`src/rtl/muldiv_sequencer.sv`:
```
// Iterative RV32M multiply/divide unit: shared shift-add / restoring-divide datapath with pipeline stall.
// Optional macro MULDIV_EARLY_OUT_EN: divide-by-zero and signed overflow skip CALC and resolve in FIX.
module muldiv_sequencer #(
  parameter int unsigned XLEN = 32
) (
  input  logic            CLK,
  input  logic            RESET,
  input  logic            start,
  input  logic [4:0]      AlUop,
  input  logic [XLEN-1:0] DATA1,
  input  logic [XLEN-1:0] DATA2,
  input  logic            flush,
  output logic            busy,
  output logic            stall,
  output logic            done,
  output logic [XLEN-1:0] result
);

  localparam int unsigned   CW      = $clog2(XLEN);
  localparam logic [CW-1:0] LAST    = CW'(XLEN - 1);
  localparam logic [XLEN-1:0] MIN_NEG = {1'b1, {(XLEN-1){1'b0}}};

  typedef enum logic [1:0] {IDLE, CALC, FIX, DONE} state_t;

  state_t          state;
  logic [2:0]      op;
  logic            neg_a;
  logic            neg_b;
  logic            div0;
  logic            ovf;
  logic [XLEN-1:0] mag_a;
  logic [XLEN-1:0] mag_b;
  logic [XLEN-1:0] hi;
  logic [XLEN-1:0] lo;
  logic [CW-1:0]   cnt;

  logic            is_mop;
  logic            accept;
  logic            a_signed;
  logic            b_signed;
  logic            in_neg_a;
  logic            in_neg_b;
  logic            in_div0;
  logic            in_ovf;
  logic            early;
  logic [XLEN-1:0] in_mag_a;
  logic [XLEN-1:0] in_mag_b;

  // Request decode and operand preparation
  always_comb begin
    is_mop = start && (AlUop[4:3] == 2'b01);
    accept = is_mop && !flush && ((state == IDLE) || (state == DONE));
    if (AlUop[2]) begin
      a_signed = !AlUop[0];
      b_signed = !AlUop[0];
    end else begin
      a_signed = (AlUop[1:0] != 2'b11);
      b_signed = !AlUop[1];
    end
    in_neg_a = a_signed && DATA1[XLEN-1];
    in_neg_b = b_signed && DATA2[XLEN-1];
    in_mag_a = in_neg_a ? -DATA1 : DATA1;
    in_mag_b = in_neg_b ? -DATA2 : DATA2;
    in_div0  = AlUop[2] && (DATA2 == '0);
    in_ovf   = AlUop[2] && !AlUop[0] && (DATA1 == MIN_NEG) && (DATA2 == '1);
  end

`ifdef MULDIV_EARLY_OUT_EN
  assign early = in_div0 || in_ovf;
`else
  assign early = 1'b0;
`endif

  assign stall = busy || ((state == IDLE) && is_mop && !flush);

  logic [XLEN:0]     mul_sum;
  logic [XLEN:0]     div_rs;
  logic [XLEN-1:0]   div_diff;
  logic              div_ge;

  // One iteration of the shared datapath: {hi,lo} shifts right for multiply, left for divide
  always_comb begin
    mul_sum  = {1'b0, hi} + (lo[0] ? {1'b0, mag_a} : '0);
    div_rs   = {hi, lo[XLEN-1]};
    div_ge   = (div_rs >= {1'b0, mag_b});
    div_diff = div_rs[XLEN-1:0] - mag_b;
  end

  logic [2*XLEN-1:0] prod;
  logic [2*XLEN-1:0] prod_s;
  logic [XLEN-1:0]   quo_s;
  logic [XLEN-1:0]   rem_s;
  logic [XLEN-1:0]   fix_val;

  // Sign correction and half/quotient/remainder selection
  always_comb begin
    prod   = {hi, lo};
    prod_s = (neg_a ^ neg_b) ? -prod : prod;
    quo_s  = (neg_a ^ neg_b) ? -lo : lo;
    rem_s  = neg_a ? -hi : hi;
    if (op[2]) begin
      if (div0)      fix_val = op[1] ? (neg_a ? -mag_a : mag_a) : '1;
      else if (ovf)  fix_val = op[1] ? '0 : MIN_NEG;
      else           fix_val = op[1] ? rem_s : quo_s;
    end else begin
      fix_val = (op[1:0] == 2'b00) ? prod_s[XLEN-1:0] : prod_s[2*XLEN-1:XLEN];
    end
  end

  // Sequencer FSM with registered outputs
  always_ff @(posedge CLK or negedge RESET) begin
    if (!RESET) begin
      state  <= IDLE;
      busy   <= 1'b0;
      done   <= 1'b0;
      result <= '0;
      op     <= '0;
      neg_a  <= 1'b0;
      neg_b  <= 1'b0;
      div0   <= 1'b0;
      ovf    <= 1'b0;
      mag_a  <= '0;
      mag_b  <= '0;
      hi     <= '0;
      lo     <= '0;
      cnt    <= '0;
    end else begin
      done <= 1'b0;
      if (flush) begin
        state <= IDLE;
        busy  <= 1'b0;
      end else begin
        case (state)
          IDLE, DONE: begin
            if (accept) begin
              op    <= AlUop[2:0];
              neg_a <= in_neg_a;
              neg_b <= in_neg_b;
              div0  <= in_div0;
              ovf   <= in_ovf;
              mag_a <= in_mag_a;
              mag_b <= in_mag_b;
              hi    <= '0;
              lo    <= AlUop[2] ? in_mag_a : in_mag_b;
              cnt   <= '0;
              busy  <= 1'b1;
              state <= early ? FIX : CALC;
            end else begin
              busy  <= 1'b0;
              state <= IDLE;
            end
          end
          CALC: begin
            if (op[2]) begin
              hi <= div_ge ? div_diff : div_rs[XLEN-1:0];
              lo <= {lo[XLEN-2:0], div_ge};
            end else begin
              hi <= mul_sum[XLEN:1];
              lo <= {mul_sum[0], lo[XLEN-1:1]};
            end
            cnt <= cnt + CW'(1);
            if (cnt == LAST) state <= FIX;
          end
          FIX: begin
            result <= fix_val;
            done   <= 1'b1;
            busy   <= 1'b0;
            state  <= DONE;
          end
          default: begin
            busy  <= 1'b0;
            state <= IDLE;
          end
        endcase
      end
    end
  end

endmodule
```
`config.mk`:
```
export PLATFORM = sky130hd
export DESIGN_NAME = muldiv_sequencer
export DESIGN_NICKNAME = d
export VERILOG_FILES = /design/src/rtl/muldiv_sequencer.sv
export SDC_FILE = /design/constraint.sdc
export NUM_CORES = 1
export LEC_CHECK = 0
export CAP_MARGIN = 5
export CORE_ASPECT_RATIO = 0.75
export CORE_MARGIN = 5
export CORE_UTILIZATION = 50
export CTS_CLUSTER_SIZE = 14
export DETAILED_ROUTE_END_ITERATION = 12
export PLACE_DENSITY = 0.69
export REMOVE_ABC_BUFFERS = 1
export SLEW_MARGIN = 20
export SYNTH_ARGS = -nofsm -noshare
export SYNTH_HDL_FRONTEND = slang
export SYNTH_SLANG_ARGS = --single-unit
```
`constraint.sdc`:
```
create_clock -name CLK -period 4.3 [get_ports CLK]
set_input_delay 0.86 -clock CLK [delete_from_list [all_inputs] [get_ports CLK]]
set_output_delay 0.86 -clock CLK [all_outputs]
set_load 0.01 [all_outputs]
```
* After elaboration in Yosys (flattened, before gate mapping)
Index checks and enable logic that the tools add are counted.
** Storage, ports and cells
- Register bits after elaboration :: 176
- Input bits :: 73
- Output and inout port bits :: 35
- Logic and storage cells :: 96
** Operators by class
- Add/sub/neg operators :: 9
- $lt $le $gt $ge :: 1
- Equal/unequal tests :: 10
- Muxes and demuxes :: 35
- Bitwise logic cells :: 2
- Reductions and logical operators :: 25
** Operators by type and width (number)
- 2-to-1 mux 32 bit :: 19
- negation 32 bit :: 5
- one-hot mux 32 bit (2 select lines) :: 2
- equality test 32 bit (second input constant) :: 2
- 2-to-1 mux 64 bit :: 1
- negation 64 bit :: 1
- adder 32 x 32 -> 33 bit :: 1
- greater-or-equal comparator 33 x 32 -> 1 bit :: 1
- zero test 32 bit :: 1
- subtractor 32 bit :: 1
- logical AND 1 bit :: 11
- one-hot mux 5 bit (2 select lines) :: 1
- 2-to-1 mux 1 bit :: 7
- one-hot mux 2 bit (3 select lines) :: 1
- AND reduction 3 bit :: 2
- adder 5 x 1 -> 5 bit (second input constant) :: 1
- equality test 5 bit (second input constant) :: 1
- 2-to-1 mux 5 bit :: 1
- equality test 2 x 1 -> 1 bit (second input constant) :: 2
- equality test 2 bit (second input constant) :: 2
- zero test 2 bit :: 2
- 2-to-1 mux 2 bit :: 2
- != test 2 bit (second input constant) :: 2
- zero test 1 bit :: 3
- 9 further kinds :: 10

* Logic depth before layout (Yosys ltp)
- Depth after elaboration :: 7
- Mapped depth :: 16
- Gate-level depth less buffers :: 15

* Worst setup path after synthesis
OpenSTA, ideal clock, no wires.
- Path type :: register -> register
- Start point :: reg lo[0]
- End point :: reg hi[30]
- Arrival :: 3.025 ns
- Required time :: 4.157 ns
- Setup slack :: 1.133 ns
- Cell stages (with the launch flop) :: 16
- Cells stage by stage :: dfrtp_1 -> clkbuf_1 -> clkbuf_1 -> nand2_1 -> inv_1 -> ha_1 -> a211o_1 -> a21oi_1 -> o21bai_1 -> a21oi_1 -> o21ai_0 -> a31oi_1 -> o311ai_0 -> a21oi_1 -> xor2_1 -> o221ai_1
** On the way
- Cells in the longest elaborated chain, start to end :: 4
** Ends and longest elaborated chain
- start: declaration :: RTL line 34 : logic [XLEN-1:0] lo;
- start signal: assignment :: RTL line 144 : lo <= AlUop[2] ? in_mag_a : in_mag_b;
- start signal: assignment :: RTL line 156 : lo <= {lo[XLEN-2:0], div_ge};
- start signal: assignment :: RTL line 159 : lo <= {mul_sum[0], lo[XLEN-1:1]};
- 2-to-1 mux 32 bit :: RTL line 83 : mul_sum = {1'b0, hi} + (lo[0] ? {1'b0, mag_a} : '0);
- adder 32 x 32 -> 33 bit :: RTL line 83
- 2-to-1 mux 32 bit :: RTL line 154 : if (op[2]) begin
- one-hot mux 32 bit (2 select lines) :: RTL line 133 : case (state)
- end signal: assignment :: RTL line 155 : hi <= div_ge ? div_diff : div_rs[XLEN-1:0];
- end signal: assignment :: RTL line 158 : hi <= mul_sum[XLEN:1];
- end: declaration :: RTL line 33 : logic [XLEN-1:0] hi;
No other way between the ends.
A chain may end at the register's enable or synchronous reset.

* Final worst setup path
- Start point :: reg lo[0]
- End point :: reg hi[29]
Same word-level chain as after synthesis.

==> flow_summary.ini <==
[clock_tree]
cts_tree = yes
cts-resized-gates = 0
cts_root_buf = sky130_fd_sc_hd__clkbuf_16
worstSkewPairLatency_ns = 0.48
cts.clk_slew.worst_paths_ns = 0.09
post-cts-setup-buffers = 0
htree_levels = 4
post_cts_hold_buffer_count = 0
cts_inserted_buffers = 17
clock_sink_count = 176
clockBufferDepth = 2

[drt]
postRouteAntennaNets = 0
remaining_drc_errors = 0
per_cell_routed_wire_length_um = 24.2
drt-total-wl_um = 64400
first_iter_violations = 2306
drtPass1Iterations = 6
num_vias = 16900
viasPerCell = 6.32

[power]
power_report.internal_total_mw = 5.42
power_switching_share = 0.504
pwr-share-comb = 0.555
power_frac_clock = 0.160
max-vdd-ir-drop_uv = 314
power_per_standard_cell_area_mw_per_mm2 = 582
switching_power_mw = 5.50
fin_total_pwr_mw = 10.9
seq_power_share = 0.285
power_leakage_nw = 8.00

[floorplanning]
die_x_um = 220
initial_utilization = 0.510
fp-row-count = 57
chipHeight_um = 168
die_area_mm2 = 0.0369
floorplan.io_pins = 108
core-area_mm2 = 0.0325

[global_route]
largest_net_degree_at_the_start_of_global_routing = 97
grt.overflow.total = 0
gr-usage-all-layers = 0.343
wire_length_of_the_first_global_routing_pass_um = 97500
initial_antenna_violation_count = 1
top_usage_layer = met1
use_met3 = 0.120
grt_pass1_vias = 15900
grtUsageMet2 = 0.472
groute.layer.met1.usage = 0.512

[synth]
yosysSeqAreaShare = 0.266
post_synth_and_or_nand_nor_area_fraction = 0.209
synth.yosys.warnings = 0
synth_top_family_by_area = compound AO/OA/AOI/OAI gates
post_synth_cell_types = 80
synth_area_per_inst_um2 = 7.62
postSynth.topFlopCell = sky130_fd_sc_hd__dfrtp_1
mappedNetlistArea_mm2 = 0.0166
gate_count_after_technology_mapping = 2177
yosys-mux-area-fraction = 0.0463
asyncSetResetFlopFracSynth = 1.00
postSynthRegisterBits = 176
synth_fa_ha_area_frac = 0.0590
synth_edf_count = 0
synth_xor_area_frac = 0.119
synth_area_in_compound_gates = 0.250

[placed_design]
gp_routability_congestion = 0.988
port_buffers = 107
dp.final_hpwl_um = 49200
placed_cells_incl_taps = 2633

[layout]
insertedDiodeCount = 0
net_count_reported_at_finish = 2360
finalCoreUtilization = 0.577
layout_stage_area_growth_over_the_synthesis_result_pct = 13.1
filler_cell_count = 3092
mostFrequentLayoutCell = sky130_fd_sc_hd__nand2_1
layout.cells.most_common_list = sky130_fd_sc_hd__nand2_1, sky130_fd_sc_hd__o21ai_0, sky130_fd_sc_hd__dfrtp_1, sky130_fd_sc_hd__a21oi_1, sky130_fd_sc_hd__nor2_1
final_layout_size_suffix_gt1_frac = 0.0585
final-instance-count-excl-fill = 2665

[status]
run_status = finished clean

[worst_setup_path]
cell_by_cell_listing_of_the_critical_path = inv_1 -> nor2_1 -> ha_1 -> inv_1 -> fa_1 -> nor2b_1 -> o21ai_0 -> a21oi_1 -> o211ai_1 -> a21oi_1 -> o21ai_0 -> nand2_1 -> a21oi_1 -> xnor2_1 -> a221o_1
critical-path-slowest-cell = sky130_fd_sc_hd__dfrtp_1
worst_path_largest_cell_delay_ns = 0.63
timing.critical_path.arrival_ns = 4.16
cpMostUsedCell = sky130_fd_sc_hd__a21oi_1
critical_path.endpoint_type = flop
start_point_of_the_critical_path = lo[0]$_DFFE_PN0P_
startpoint_type = flop
critical_path.reg2reg.startpoint = lo[0]$_DFFE_PN0P_
worst_path_dominant_cell_family = compound AO/OA/AOI/OAI gates
cp_max_fo = 14
cp_num_buf_inv = 2
critPathKind = reg2reg
setup.reg_to_reg.worst_slack_ns = 0.50
timing.critical_path.required_ns = 4.66

[timing]
timing_hold_violations_final = 0
layout_worst_path_cycle_share = 0.883
grt_setup_unrepaired = no
clock-skew-final_ns = 0.0206
final_max_slew_viol_count = 0
period_needed_ns = 3.80
hold-worst-slack_ns = 0.441
tightestPinTransition_ns = 0.934
max_slew_margin = 0.375
achievable-frequency_ghz = 0.263
setup_total_negative_slack_ns = 0
final-setup-viol-count = 0

[job]
maxCapViolations = 0

[hold_path]
holdCritPathClass = in2async
-- layer usage --
| metal | part of all wire | vias to the layer above |
|---|---|---|
| li1 | - | 7807 |
| met1 | 0.44 | 8008 |
| met2 | 0.41 | 944 |
| met3 | 0.13 | 90 |
| met4 | 0.023 | 2 |
| met5 | 0.00020 | - |
-- metrics by stage --
| stage | instance area (um^2) | worst slack (ns) |
|---|---|---|
| 3_5_place_dp | 18100 | 0.309 |
| 6_report | 18800 | 0.502 |
| 5_1_grt | 18800 | 0.327 |
| 3_3_place_gp | 18100 | 0.366 |
| 4_1_cts | 18800 | 0.583 |
| 2_1_floorplan | 16000 | 0.407 |
-- Yosys cell counts, types with 7 or more instances --
cell type                    n  area, um^2
sky130_fd_sc_hd__mux2i_1    71         711
sky130_fd_sc_hd__o31ai_1    37         278
sky130_fd_sc_hd__nor2_1    139         522
sky130_fd_sc_hd__a22oi_1    22         165
sky130_fd_sc_hd__nand3_1    33         165
sky130_fd_sc_hd__nor3_1     49         245
sky130_fd_sc_hd__a31oi_1    30         188
sky130_fd_sc_hd__a211oi_1   11        82.6
sky130_fd_sc_hd__xnor2_1   117        1020
sky130_fd_sc_hd__ha_1       75         938
sky130_fd_sc_hd__a22o_1      8        70.1
sky130_fd_sc_hd__o21bai_1   14         105
sky130_fd_sc_hd__nand2b_1   30         188
sky130_fd_sc_hd__a21oi_1   168         841
sky130_fd_sc_hd__nand4_1    20         125
sky130_fd_sc_hd__inv_1      79         297
sky130_fd_sc_hd__a221o_1     7        70.1
sky130_fd_sc_hd__o211ai_1   15         113
sky130_fd_sc_hd__nand2_1   298        1120
sky130_fd_sc_hd__or2_2       7        43.8
sky130_fd_sc_hd__xor2_1    109         955
sky130_fd_sc_hd__nor4_1     16         100
sky130_fd_sc_hd__o21a_1      9        67.6
sky130_fd_sc_hd__or3_1      25         156
sky130_fd_sc_hd__clkbuf_1  122         458
sky130_fd_sc_hd__o21ai_0   246        1230
sky130_fd_sc_hd__a21o_1     33         248
sky130_fd_sc_hd__and2_1     34         213
sky130_fd_sc_hd__dfrtp_1   176        4400
sky130_fd_sc_hd__buf_2       8        40.0
sky130_fd_sc_hd__and3_1     19         119
sky130_fd_sc_hd__buf_1       8        30.0
sky130_fd_sc_hd__a221oi_1   12         105
sky130_fd_sc_hd__or4_1      10        75.1
sky130_fd_sc_hd__nor2b_1    14        87.6
sky130_fd_sc_hd__o221ai_1   10        87.6
-- registers in the layout (all words and copies together) (netlist names), 2 cells and up --
register,flops
mag_b,32
state,2
cnt,5
result,32
hi,32
mag_a,32
lo,32
op,3
-- power groups by stage --
stage	clock network [mW]	registers, mW	logic, mW
floorplan	0	2.86	3.84
global placement	0	3.05	5.82
detailed placement	0	3.07	5.88
CTS	1.76	3.04	5.92
global route	1.83	3.15	6.60
finish	1.75	3.11	6.06
-- area by class of cell --
cell class | instances | area [um^2] | area share
Clock inverter | 15 | 229 | 0.0122
Sequential cell | 176 | 4410 | 0.235
Tap cell | 442 | 553 | 0.0295
Multi-Input combinational cell | 1781 | 11400 | 0.606
Timing Repair Buffer | 155 | 1480 | 0.0789
Clock buffer | 17 | 425 | 0.0227
Inverter | 79 | 297 | 0.0158
-- cells by family (layout without fill, tap and decap cells) --
| group | Yosys count | in the layout |
|---|---|---|
| and+or+nand+nor | 725 | 725 |
| AOI/OAI and AO/OA | 677 | 677 |
| xor gates and xnor gates | 226 | 226 |
| buffers and inverters | 220 | 266 |
| DFF | 176 | 176 |
| adders and majority gates | 77 | 77 |
| muxes | 76 | 76 |
-- final timing paths --
kind,endpoint,cells past startpoint
worst max-delay path,hi[29]$_DFFE_PN0P_,15
worst min-delay path,busy$_DFFE_PN0P_,1
worst max register to register,hi[29]$_DFFE_PN0P_,15
worst min register to register,result[9]$_DFFE_PN0P_,2
max in group asynchronous,lo[21]$_DFFE_PN0P_,2
min in group CLK,result[9]$_DFFE_PN0P_,2
Power figures use the tool's default switching activity.
